File: src/rtl/seg_word_sched.sv
// Round-robin scheduler that picks one of NUM_SRC segment words for a display,
// with a preemptive alert slot. Define SEG_SCHED_BLANK_EN to insert a blank GAP
// between different sources.
module seg_word_sched #(
  parameter int SEG_UNITS    = 4,
  parameter int NUM_SRC      = 4,
  parameter int DWELL_CYCLES = 50000000,
  parameter int BLANK_CYCLES = 5000000
) (
  input  logic                         clk,
  input  logic                         rst_n,
  input  logic [NUM_SRC*8*SEG_UNITS-1:0] src_word,
  input  logic [NUM_SRC-1:0]           src_valid,
  input  logic                         alert_req,
  input  logic [8*SEG_UNITS-1:0]       alert_word,
  output logic                         alert_ack,
  output logic [8*SEG_UNITS-1:0]       word,
  output logic [2:0]                   cur_src,
  output logic                         alert_active
);

  localparam int W = 8 * SEG_UNITS;

`ifdef SEG_SCHED_BLANK_EN
  localparam int CNT_MAX = (DWELL_CYCLES > BLANK_CYCLES) ? DWELL_CYCLES : BLANK_CYCLES;
`else
  localparam int CNT_MAX = DWELL_CYCLES;
`endif
  localparam int CW = $clog2(CNT_MAX) + 1;

  localparam logic [CW-1:0] DWELL_LAST = CW'(DWELL_CYCLES - 1);
`ifdef SEG_SCHED_BLANK_EN
  localparam logic [CW-1:0] BLANK_LAST = CW'(BLANK_CYCLES - 1);
`endif

  localparam logic [1:0] ST_IDLE  = 2'd0;
  localparam logic [1:0] ST_SHOW  = 2'd1;
  localparam logic [1:0] ST_ALERT = 2'd2;
`ifdef SEG_SCHED_BLANK_EN
  localparam logic [1:0] ST_GAP   = 2'd3;
`endif

  // Parameter legality is enforced at elaboration.
  if (NUM_SRC < 1 || NUM_SRC > 8) begin : g_bad_num_src
    $error("seg_word_sched: NUM_SRC must be 1..8");
  end
  if (DWELL_CYCLES < 2) begin : g_bad_dwell
    $error("seg_word_sched: DWELL_CYCLES must be >= 2");
  end
  if (BLANK_CYCLES < 1) begin : g_bad_blank
    $error("seg_word_sched: BLANK_CYCLES must be >= 1");
  end

  typedef struct packed {
    logic       found;
    logic [2:0] idx;
  } pick_t;

  function automatic logic [2:0] wrap_inc(input logic [2:0] idx);
    return (int'(idx) >= NUM_SRC - 1) ? 3'd0 : idx + 3'd1;
  endfunction

  // Lowest valid index at or after start, wrapping modulo NUM_SRC.
  function automatic pick_t find_from(input logic [NUM_SRC-1:0] valid,
                                      input logic [2:0]         start);
    pick_t hit;
    int    idx;
    hit = '0;
    for (int k = NUM_SRC - 1; k >= 0; k--) begin
      idx = int'(start) + k;
      if (idx >= NUM_SRC) idx = idx - NUM_SRC;
      for (int j = 0; j < NUM_SRC; j++) begin
        if (j == idx && valid[j]) hit = '{found: 1'b1, idx: 3'(j)};
      end
    end
    return hit;
  endfunction

  function automatic logic valid_at(input logic [NUM_SRC-1:0] valid,
                                    input logic [2:0]         sel);
    logic v;
    v = 1'b0;
    for (int j = 0; j < NUM_SRC; j++) begin
      if (3'(j) == sel) v = valid[j];
    end
    return v;
  endfunction

  function automatic logic [W-1:0] word_at(input logic [NUM_SRC*W-1:0] words,
                                           input logic [2:0]           sel);
    logic [W-1:0] w;
    w = '0;
    for (int j = 0; j < NUM_SRC; j++) begin
      if (3'(j) == sel) w = words[j*W +: W];
    end
    return w;
  endfunction

  logic [1:0]    state_q,      state_d;
  logic [2:0]    cur_src_q,    cur_src_d;
  logic [2:0]    saved_q,      saved_d;
  logic [2:0]    ptr_q,        ptr_d;
  logic [CW-1:0] cnt_q,        cnt_d;
  logic [W-1:0]  alert_word_q, alert_word_d;
  logic [W-1:0]  word_q,       word_d;
  logic          ack_q,        ack_d;

  pick_t next_pick;
  pick_t ptr_pick;
  pick_t resume_pick;
  logic  cur_valid;
  logic  accept;

  always_comb begin
    // NOTE: every signal assigned here gets a default first, so no path can
    // leave one unassigned and infer a latch.
    state_d      = state_q;
    cur_src_d    = cur_src_q;
    saved_d      = saved_q;
    ptr_d        = ptr_q;
    cnt_d        = cnt_q;
    alert_word_d = alert_word_q;
    word_d       = '0;
    ack_d        = 1'b0;
    accept       = 1'b0;

    next_pick   = find_from(src_valid, wrap_inc(cur_src_q));
    ptr_pick    = find_from(src_valid, ptr_q);
    resume_pick = find_from(src_valid, wrap_inc(saved_q));
    cur_valid   = valid_at(src_valid, cur_src_q);

    case (state_q)
      ST_IDLE: begin
        if (alert_req) begin
          accept = 1'b1;
        end else if (ptr_pick.found) begin
          state_d   = ST_SHOW;
          cur_src_d = ptr_pick.idx;
          cnt_d     = '0;
        end
      end

      ST_SHOW: begin
        // Alert acceptance preempts any rotation step decided this cycle.
        if (alert_req) begin
          accept = 1'b1;
        end else if (!cur_valid || cnt_q == DWELL_LAST) begin
          cnt_d = '0;
          if (!next_pick.found) begin
            state_d = ST_IDLE;
          end else if (next_pick.idx != cur_src_q) begin
            cur_src_d = next_pick.idx;
`ifdef SEG_SCHED_BLANK_EN
            state_d   = ST_GAP;
`endif
          end
        end else begin
          cnt_d = cnt_q + 1'b1;
        end
      end

      ST_ALERT: begin
        if (cnt_q == DWELL_LAST) begin
          cnt_d = '0;
          if (valid_at(src_valid, saved_q)) begin
            state_d   = ST_SHOW;
            cur_src_d = saved_q;
          end else if (resume_pick.found) begin
            state_d   = ST_SHOW;
            cur_src_d = resume_pick.idx;
          end else begin
            state_d = ST_IDLE;
          end
        end else begin
          cnt_d = cnt_q + 1'b1;
        end
      end

`ifdef SEG_SCHED_BLANK_EN
      ST_GAP: begin
        // cur_src already holds the target; re-check it when the gap ends.
        if (alert_req) begin
          accept = 1'b1;
        end else if (cnt_q == BLANK_LAST) begin
          cnt_d = '0;
          if (cur_valid) begin
            state_d = ST_SHOW;
          end else if (next_pick.found) begin
            state_d   = ST_SHOW;
            cur_src_d = next_pick.idx;
          end else begin
            state_d = ST_IDLE;
          end
        end else begin
          cnt_d = cnt_q + 1'b1;
        end
      end
`endif

      default: state_d = ST_IDLE;
    endcase

    if (accept) begin
      state_d      = ST_ALERT;
      saved_d      = cur_src_q;
      alert_word_d = alert_word;
      ack_d        = 1'b1;
      cnt_d        = '0;
      cur_src_d    = cur_src_q;
    end

    if (state_d == ST_SHOW) begin
      ptr_d  = wrap_inc(cur_src_d);
      word_d = word_at(src_word, cur_src_d);
    end else if (state_d == ST_ALERT) begin
      word_d = alert_word_d;
    end
  end

  // NOTE: sequential state uses non-blocking assignments only, so every flop
  // samples the pre-edge value of every other flop.
  always_ff @(posedge clk) begin
    if (!rst_n) begin
      state_q      <= ST_IDLE;
      cur_src_q    <= '0;
      saved_q      <= '0;
      ptr_q        <= '0;
      cnt_q        <= '0;
      alert_word_q <= '0;
      word_q       <= '0;
      ack_q        <= 1'b0;
    end else begin
      state_q      <= state_d;
      cur_src_q    <= cur_src_d;
      saved_q      <= saved_d;
      ptr_q        <= ptr_d;
      cnt_q        <= cnt_d;
      alert_word_q <= alert_word_d;
      word_q       <= word_d;
      ack_q        <= ack_d;
    end
  end

  assign word         = word_q;
  assign cur_src      = cur_src_q;
  assign alert_ack    = ack_q;
  assign alert_active = (state_q == ST_ALERT);

endmodule

File: config.mk
export PLATFORM = sky130hd
export DESIGN_NAME = seg_word_sched
export DESIGN_NICKNAME = d
export VERILOG_FILES = /design/src/rtl/seg_word_sched.sv
export SDC_FILE = /design/constraint.sdc
export NUM_CORES = 1
export LEC_CHECK = 0
export ABC_CLOCK_PERIOD_IN_PS = 10400
export CAP_MARGIN = 0
export CORE_ASPECT_RATIO = 0.5
export CORE_MARGIN = 2
export CORE_UTILIZATION = 40
export DETAILED_ROUTE_END_ITERATION = 12
export GPL_ROUTABILITY_DRIVEN = 0
export PLACE_DENSITY_LB_ADDON = 0.05
export SLEW_MARGIN = 20
export SYNTH_ARGS = -nofsm -noshare
export SYNTH_HDL_FRONTEND = slang
export SYNTH_SLANG_ARGS = --single-unit
File: constraint.sdc
create_clock -name clk -period 10.4 [get_ports clk]
set_input_delay 1.56 -clock clk [delete_from_list [all_inputs] [get_ports clk]]
set_output_delay 1.56 -clock clk [all_outputs]
set_load 0.01 [all_outputs]
==> results.json <==
{
  "tns_ps": 0,
  "drive_gt1_share_pct": 4.33,
  "syn_inst": 858,
  "drv_slew": 0,
  "clk_latency_ps": 360,
  "yosys-mux-area-fraction_pct": 5.05,
  "p_total_w": 0.00127,
  "dpl_worst_slack_ps": 3820,
  "dr.first_iter.drc_count": 602,
  "synth_area_mm2": 0.00674,
  "die-area_mm2": 0.0180,
  "htree_levels": 3,
  "ioPinCount": 204,
  "diodes": 0,
  "critical_path_class": "register to register",
  "register_area_mm2": 0.00206,
  "ys_warn_count": 0,
  "peakVddDrop_mv": 0.0821,
  "routed_wl_um": 22500,
  "synth_compound_area_share_pct": 31.7,
  "cts_hold_buf": 0,
  "portBuffers": 203,
  "hold_viol": 0,
  "drt-pass1-iter-count": 6,
  "tritoncts": "done",
  "avgViaCountPerCell": 5.88,
  "synth_edf_count": 0,
  "r2r_start": "cur_src[2]",
  "grt_max_degree": 74,
  "cts-buffers-inserted": 9,
  "startpoint_type": "register",
  "synth_xor_area_share_pct": 0,
  "ys_seq_area_share_pct": 30.6,
  "synth-simple-area-share_pct": 21.0,
  "synthToLayoutAreaGrowth_pct": 35.8,
  "syn-num-nets": 1057,
  "drtAntennaViolNets": 0,
  "status": "finished, final reports clean",
  "worst_setup_path_end_kind": "register",
  "die_w_um": 188,
  "ys_ff_latch": 103,
  "yosysUniqueCellTypes": 72,
  "worst_ep_arrival_time_ps": 6620,
  "grt_pass1_vias": 6819,
  "grt_usage_pct": 24.7,
  "max_freq_mhz": 157,
  "crit_cells": 21,
  "required_ps": 10660,
  "crit_family": "compound AO/OA/AOI/OAI gates",
  "syn_area_per_cell_um2": 7.85,
  "cts-root-buf": "clkbuf_16",
  "slew_headroom_pct": 30.2,
  "clock_sinks": 103,
  "rows": 33,
  "cts_resized": 0,
  "num_vias": 7309,
  "ys.flop_type": "dfxtp_1",
  "finalNetCount": 1209,
  "async_flop_share_pct": 0,
  "hp-class": "register to register",
  "antenna_found_initial": 1,
  "synthAdderAreaFrac_pct": 5.94,
  "fill_cells": 1627,
  "fp.dieH_um": 95.8,
  "drc": 0,
  "p_per_area_mw_per_mm2": 139,
  "min_from": "cnt_q[6]",
  "max_cap_viol_count": 0,
  "clk_pin_slew_ps": 70,
  "cp_num_buf_inv": 5,
  "core_mm2": 0.0164,
  "gr-total-overflow": 0,
  "fin_crit_ps": 6360,
  "post_cts_buffers": 0,
  "initial_core_util_pct": 41.0,
  "path_cells": "inv_1 > ha_1 > a211oi_2 > nor2b_1 > inv_1 > ha_1 > or2_2 > a32oi_1 > a211oi_1 > o2111a_1 > o2111ai_1 > o211a_1 > o22a_1 > inv_1 > ha_1 > ha_1 > buf_4 > nand2b_1 > a21oi_4 > inv_1 > o41ai_1",
  "p_leak_nw": 3.35,
  "worst_clock_skew_ps": 14.5,
  "multiInputGateArea_mm2": 0.00431,
  "max_slew.worst_pin.slew_ps": 1050,
  "worst_path_largest_cell_delay_ps": 790,
  "r2r-end": "ptr_q[2]",
  "cts_buffer_depth": 2,
  "crit_fanout": 33,
  "min_to": "cnt_q[6]",
  "worst-r2r-setup-slack_ps": 4040,
  "synth_top_family_by_area": "compound AO/OA/AOI/OAI gates",
  "holdPathStages": 2,
  "dp_hpwl_um": 16200,
  "r2r_cells": 21,
  "post-route-period-util_pct": 61.1,
  "slowest_stage": "dfxtp_1",
  "grt_pass1_wl_um": 35300,
  "setup_viol": 0,
  "rsz0062_at_grt": "no",
  "wire_per_inst_um": 18.1,
  "fin_ws_ps": 4040
}
-- final cells by class --
class                           count  share of cell area (%)
Clock inverter                      5                   0.438
Inverter                           25                    1.03
Tap cell                          227                    3.11
Clock buffer                       11                    2.76
Timing Repair Buffer              212                    23.0
Multi-Input combinational cell    659                    47.2
Sequential cell                   103                    22.5
-- power breakdown --
group | internal [W] | total [W] | switching (W)
combinational | 0.000231 | 0.000494 | 0.000263
sequential | 0.000427 | 0.000443 | 0.0000160
clock | 0.000178 | 0.000334 | 0.000157
total | 0.000836 | 0.00127 | 0.000435
-- flip-flops by register name, indices dropped and copies added (netlist names) --
| register | cells |
|---|---|
| alert_word_q | 32 |
| word | 32 |
| cnt_q | 27 |
| cur_src | 3 |
| ptr_q | 3 |
| saved_q | 3 |
| state_q | 2 |
| alert_ack | 1 |
-- worst min-delay path: stages, from the launching register on --
cell and delay, ps:
dfxtp_1 320, o21ai_0 70, a21oi_1 60
-- synthesized netlist by cell type (8+ instances only) --
| master | n | area share, % |
|---|---|---|
| o32ai_1 | 33 | 4.3 |
| nand3_1 | 25 | 1.9 |
| clkbuf_1 | 46 | 2.6 |
| mux2i_1 | 34 | 5.1 |
| a22oi_1 | 67 | 7.5 |
| nor2b_1 | 8 | 0.74 |
| nand2b_1 | 10 | 0.93 |
| dfxtp_1 | 103 | 31 |
| a311oi_1 | 11 | 1.4 |
| nor3_1 | 12 | 0.89 |
| ha_1 | 32 | 5.9 |
| nand4_1 | 8 | 0.74 |
| buf_2 | 13 | 0.97 |
| a21oi_1 | 40 | 3.0 |
| a31oi_1 | 10 | 0.93 |
| buf_1 | 12 | 0.67 |
| nand2_1 | 92 | 5.1 |
| and3_1 | 8 | 0.74 |
| o21ai_0 | 58 | 4.3 |
| inv_1 | 24 | 1.3 |
| nor2_1 | 85 | 4.7 |
-- worst max-delay path by stage --
stage / from / end / slack (ps)
floorplan: cur_src[2] / word[19] / 5720
global placement: src_valid[2] / ptr_q[1] / 3960
detailed placement: src_valid[2] / ptr_q[2] / 3820
CTS: cur_src[2] / ptr_q[2] / 4150
global route: cur_src[2] / ptr_q[2] / 3590
finish: cur_src[2] / ptr_q[2] / 4040
-- cells by family after synthesis --
logic type	count (synthesis)
AOI/OAI and AO/OA	302
adders and majority gates	32
buffers and inverters	96
DFF	103
muxes	34
and+or+nand+nor	291
-- stage by stage --
step | cells | instance area (um^2) | utilization, % | hold slack, ps
detailed placement | 1226 | 8850 | 53.9 | 477
global route | 1242 | 9150 | 55.7 | 524
finish | 1242 | 9150 | 55.7 | 486
floorplan | 858 | 6740 | - | 443
CTS | 1242 | 9150 | 55.7 | 486
global placement | 1226 | 8850 | 53.9 | 470
-- metal layers --
layer	global-route usage [%]	wire, um
met5	0	0
met4	5.38	334
met3	7.51	1800
met2	40.5	10300
met1	32.3	10000
-- layout by cell type (no fill, tap or decap), types with 5 or more instances in the layout --
cell	count
o32ai_1	33
ha_1	31
nor2_1	85
nand2b_1	10
a311oi_1	11
a41oi_1	6
nand4_1	8
clkdlybuf4s50_1	203
o21ai_0	58
clkbuf_16	9
a32oi_1	6
a22oi_1	67
o22ai_1	6
buf_4	9
and3_1	8
nor2b_1	7
a21o_1	7
dfxtp_1	103
nand2_1	92
nor4_1	7
a21oi_1	39
nand3b_1	7
a31oi_1	10
inv_1	24
o211ai_1	5
a32o_1	5
nand3_1	25
nor3_1	12
mux2i_1	34
Power figures use the tool's default switching activity.
